<file path="src/rtl/jk_bank_arbiter.sv">
// jk_bank_arbiter: round-robin arbiter that shares one JK flip-flop bank among NUM_REQ requesters.
//   clock, reset (async, active-low)
//   req_valid/req_op/req_mask : per-requester command ({J,K}) and bit mask
//   freeze                    : suppresses new grants
//   req_ready                 : one-hot combinational grant
//   grant_valid/grant_id      : command held in the apply stage and its requester
//   q/q_bar                   : bank state and its complement
module jk_bank_arbiter #(
  parameter int NUM_REQ = 4,
  parameter int WIDTH = 8,
  parameter int IDW = 2
) (
  input  logic                     clock,
  input  logic                     reset,
  input  logic [NUM_REQ-1:0]       req_valid,
  input  logic [2*NUM_REQ-1:0]     req_op,
  input  logic [WIDTH*NUM_REQ-1:0] req_mask,
  input  logic                     freeze,
  output logic [NUM_REQ-1:0]       req_ready,
  output logic                     grant_valid,
  output logic [IDW-1:0]           grant_id,
  output logic [WIDTH-1:0]         q,
  output logic [WIDTH-1:0]         q_bar
);
  logic [IDW-1:0] ptr, g, idx;
  logic [IDW:0] sum;
  logic hit, accept;
  logic [1:0] op_r;
  logic [WIDTH-1:0] mask_r, q_next;
  // Scan offsets from farthest to nearest so the last hit is the first valid index at or after ptr.
  always_comb begin
    g = '0;
    hit = 1'b0;
    sum = '0;
    idx = '0;
    for (int k = NUM_REQ - 1; k >= 0; k--) begin
      sum = {1'b0, ptr} + (IDW+1)'(k);
      idx = sum >= (IDW+1)'(NUM_REQ) ? IDW'(sum - (IDW+1)'(NUM_REQ)) : IDW'(sum);
      if (req_valid[idx]) begin
        g = idx;
        hit = 1'b1;
      end
    end
  end
  assign accept = hit & ~freeze & reset;
  assign req_ready = accept ? NUM_REQ'(1) << g : '0;
  assign q_next = (q & ~mask_r) | (mask_r & (op_r == 2'b10 ? {WIDTH{1'b1}} :
                                             op_r == 2'b01 ? {WIDTH{1'b0}} :
                                             op_r == 2'b11 ? ~q : q));
  assign q_bar = ~q;
  always_ff @(posedge clock or negedge reset) begin
    if (!reset) begin
      ptr <= '0;
      grant_valid <= 1'b0;
      grant_id <= '0;
      op_r <= '0;
      mask_r <= '0;
      q <= '0;
    end else begin
      grant_valid <= accept;
      if (accept) begin
        grant_id <= g;
        op_r <= req_op[2*g +: 2];
        mask_r <= req_mask[WIDTH*g +: WIDTH];
        ptr <= g == IDW'(NUM_REQ - 1) ? '0 : g + 1'b1;
      end
      if (grant_valid) q <= q_next;
    end
  end
endmodule
</file>
<file path="config.mk">
export PLATFORM = sky130hd
export DESIGN_NAME = jk_bank_arbiter
export DESIGN_NICKNAME = d
export VERILOG_FILES = /design/src/rtl/jk_bank_arbiter.sv
export SDC_FILE = /design/constraint.sdc
export NUM_CORES = 1
export LEC_CHECK = 0
export BUFFER_PORTS_ARGS = -buffer_cell sky130_fd_sc_hd__buf_2
export CORE_AREA = 2 2 62 58
export CTS_BUF_LIST = sky130_fd_sc_hd__clkbuf_16
export DETAILED_ROUTE_END_ITERATION = 16
export DIE_AREA = 0 0 64 60
export MAX_ROUTING_LAYER = met4
export PLACE_DENSITY = 0.83
export SLEW_MARGIN = 25
export SYNTH_ARGS = -nofsm -noshare
export SYNTH_HDL_FRONTEND = slang
export SYNTH_SLANG_ARGS = --single-unit
</file>
<file path="constraint.sdc">
create_clock -name clock -period 4.73 [get_ports clock]
set_clock_uncertainty 0.1 [all_clocks]
set_input_delay 0.2365 -clock clock [delete_from_list [all_inputs] [get_ports clock]]
set_output_delay 0.2365 -clock clock [all_outputs]
set_load 0.02 [all_outputs]
</file>
==> results.md <==
- Minimum clock period after layout: 2.56 ns
- Initial cell density of the core: 47.5%
- Final setup viols: 0
- Average wire length per cell after detail routing: 14.8 um
- Estimated wirelength of the detail-placed design: 2910 um
- Number of synthesized register bits: 23
- Drt total wl: 3890 um
- Synth Instances: 155
- Die X-Extent: 64 um
- Crit share post-route: 54.2%
- Share of layout cells above drive strength 1: 42.0%
- Type of the tightest min-delay check: primary input to flop
- Switching power: 420 uW
- Worst Reg-to-Reg Cells: 7
- Number of nets in the layout: 268
- Syn-to-layout area delta: 26.6%
- Number of global-route vias before repair: 1,335
- Internal power consumption: 557 uW
- Core area: 0.00323 mm^2
- Initial antenna violation count: 0
- CTS Root Cell: sky130_fd_sc_hd__clkbuf_16
- Number of H-tree levels: 1
- Proportion of power drawn by the clock network: 18.5%
- Power density of the placed cells: 503 mW/mm^2
- Number of placed cells counting well taps: 258
- Combinational cell fraction of total power: 46.3%
- Data required time of the worst path: 4.39 ns
- Total Power Consumption: 977 uW
- R2R setup slack: 2.69 ns
- Register area share after synthesis: 37.5%
- Top cell by count, worst path: sky130_fd_sc_hd__buf_2
- Crit path kind: primary input to primary output
- Number of max-slew violations in the final report: 0
- Post-Syn Area: 0.00153 mm^2
- Largest fanout on the critical path: 27
- Critical path launch point type: primary input
- Number of cells in the finished layout apart from fillers: 263
- Endpoint of the lowest-slack register-to-register path: ptr[1]$_DFFE_PN0P_
- CTS tree: yes
- Worst Tran Pin Value: 0.565 ns
- Worst setup path endpoint: req_ready[2]
- Count of nets left with antenna violations after detail routing: 0
- Worst flop-to-flop path startpoint: ptr[1]$_DFFE_PN0P_
- # diodes: 0
- Synthesis warning total: 0
- Crit-path cells: dlygate4sd3_1 -> buf_2 -> nand3b_4 -> inv_6 -> nand2_4 -> nor2_1 -> buf_2
- Count of unique library cells instantiated by Yosys: 40
- Crit end category: primary output
- Overflow left after global routing: 0
- Rel. slew slack: 62.3%
- Worst setup startpoint: reset
- Leak pwr: 0.998 nW
- Clock buffer depth: 2
- Via count: 1,452
- TritonRoute pass-1 iters: 4
- Data arrival at the endpoint of the critical path: 2.23 ns
- Unrepaired setup endpoints after global routing: no
- Ports placed on the boundary: 70
- Max Cap Violations: 0
- First-pass GRT wire length: 6110 um
- Status: finished, final reports clean
- Port bufs: 69
- Drt first-iter violations: 108
- Switching share of power: 43.0%
- Post-Syn Area per Cell: 9.90 um^2
- Post-route DRC violation count: 0
- Post-synth net total: 203
- Clock latency of the later-clocked register in the worst-skew pair: 0.25 ns
- Slowest cell on the critical path: sky130_fd_sc_hd__dlygate4sd3_1
- Final GP Congestion: 0.871
- Largest net degree at the start of global routing: 28
- TritonCTS sink count: 23
- Total track usage: 21.1%
- Row Count: 20
- Achievable frequency: 0.390 GHz
- Highest ir drop seen on vdd: 0.177 mV
- Sequential cell fraction of total power: 35.2%
- Fraction of registers with async set or reset after synthesis: 100%
- Setup TNS: 0 ns
- Final hold violation count: 0
- Most common library cell in the layout ignoring fill and taps: sky130_fd_sc_hd__buf_2
- Die height: 60 um
- Most frequent cells in the layout: sky130_fd_sc_hd__buf_2, sky130_fd_sc_hd__dfrtp_1, sky130_fd_sc_hd__nand2_1, sky130_fd_sc_hd__mux2i_1, sky130_fd_sc_hd__inv_1
- DR vias/cell: 5.52
- Post-synth top flop: sky130_fd_sc_hd__dfrtp_1
- Slowest cell delay on critical path: 0.52 ns
- Number of buffers created by CTS: 3
- Clock transition time at the flip-flop clock pins of the worst setup and hold paths: 0.06 ns
- EDFF count, synth: 0
- Die area: 0.00384 mm^2
## area by class of cell
type | instances | area [um^2]
clock inverters | 1 | 3.75
repair buffers | 70 | 355
clock buffers | 3 | 75.1
fillers | 279 | 1290
well taps | 44 | 55.1
multi-input cells | 111 | 831
inverters | 11 | 46.3
flip-flops and latches | 23 | 576
## power by group through the flow
stage | clock, mW | combinational (mW) | sequential (mW)
detailed placement | 0 | 0.449 | 0.344
global placement | 0 | 0.438 | 0.340
global route | 0.189 | 0.491 | 0.355
floorplan | 0 | 0.281 | 0.380
finish | 0.181 | 0.453 | 0.344
CTS | 0.182 | 0.453 | 0.342
## critical path: cells and delay by family
family	cells	cell delay, ns
buffers and inverters	4	1.34
AND/OR/NAND/NOR	3	0.64
## timing repair
item                      in CTS  in global routing
gates resized for setup        0                  0
hold buffers                   1                  0
hold endpoints to repair      23                  0
buffers inserted               0                  0
## cells in the mapped netlist (2+ instances only)
cell,count,area (um^2)
sky130_fd_sc_hd__dfrtp_1,23,576
sky130_fd_sc_hd__nand2_1,17,63.8
sky130_fd_sc_hd__mux2i_1,11,110
sky130_fd_sc_hd__inv_1,10,37.5
sky130_fd_sc_hd__a211o_1,9,78.8
sky130_fd_sc_hd__a21oi_1,9,45.0
sky130_fd_sc_hd__nand4_1,9,56.3
sky130_fd_sc_hd__o31ai_1,9,67.6
sky130_fd_sc_hd__a31oi_1,8,50.1
sky130_fd_sc_hd__o211ai_2,7,87.6
sky130_fd_sc_hd__buf_6,5,56.3
sky130_fd_sc_hd__and2_1,3,18.8
sky130_fd_sc_hd__buf_2,2,10.0
sky130_fd_sc_hd__clkbuf_1,2,7.51
sky130_fd_sc_hd__nor2_1,2,7.51
sky130_fd_sc_hd__nor2_2,2,12.5
sky130_fd_sc_hd__nor2b_1,2,12.5
sky130_fd_sc_hd__nor3_1,2,10.0
sky130_fd_sc_hd__o211ai_1,2,15.0
## worst min path at each step
stage / start / end / slack (ns) / cells past startpoint
floorplan: reset / async pin / -0.16 / 0
global placement: reset / grant_id[0]$_DFFE_PN0P_ / 0.15 / 1
detailed placement: reset / async pin / 0.16 / 1
CTS: req_mask[30] / mask_r[6]$_DFFE_PN0P_ / 0.19 / 3
global route: req_mask[30] / mask_r[6]$_DFFE_PN0P_ / 0.20 / 3
finish: req_mask[30] / mask_r[6]$_DFFE_PN0P_ / 0.18 / 3
## kinds of logic after synthesis
| logic type | Yosys count | synth area share (%) |
|---|---|---|
| compound gates | 52 | 27.2 |
| fa+ha+maj | 1 | 0.816 |
| buf+inv | 21 | 8.32 |
| flops | 23 | 37.5 |
| mux | 11 | 7.18 |
| simple gates | 47 | 19.0 |
## metrics by stage
step / hold slack (ns) / setup slack (ns) / util (%) / instance area [um^2]
after floorplan: -0.159 / 2.75 / - / 1530
after global placement: 0.149 / 2.67 / 57.4 / 1850
after detailed placement: 0.159 / 2.58 / 57.4 / 1850
after CTS: 0.193 / 2.13 / 60.2 / 1940
after global routing: 0.201 / 1.97 / 60.2 / 1940
final: 0.184 / 2.17 / 60.2 / 1940
## layer usage
metal	track usage (%)	share of wire, %	vias to the layer above
met5	-	0	-
met4	6.52	1.1	0
met3	2.45	5.8	4
met2	33.5	47	66
met1	28.5	46	675
li1	-	-	707
(Power assumes the default switching activity.)
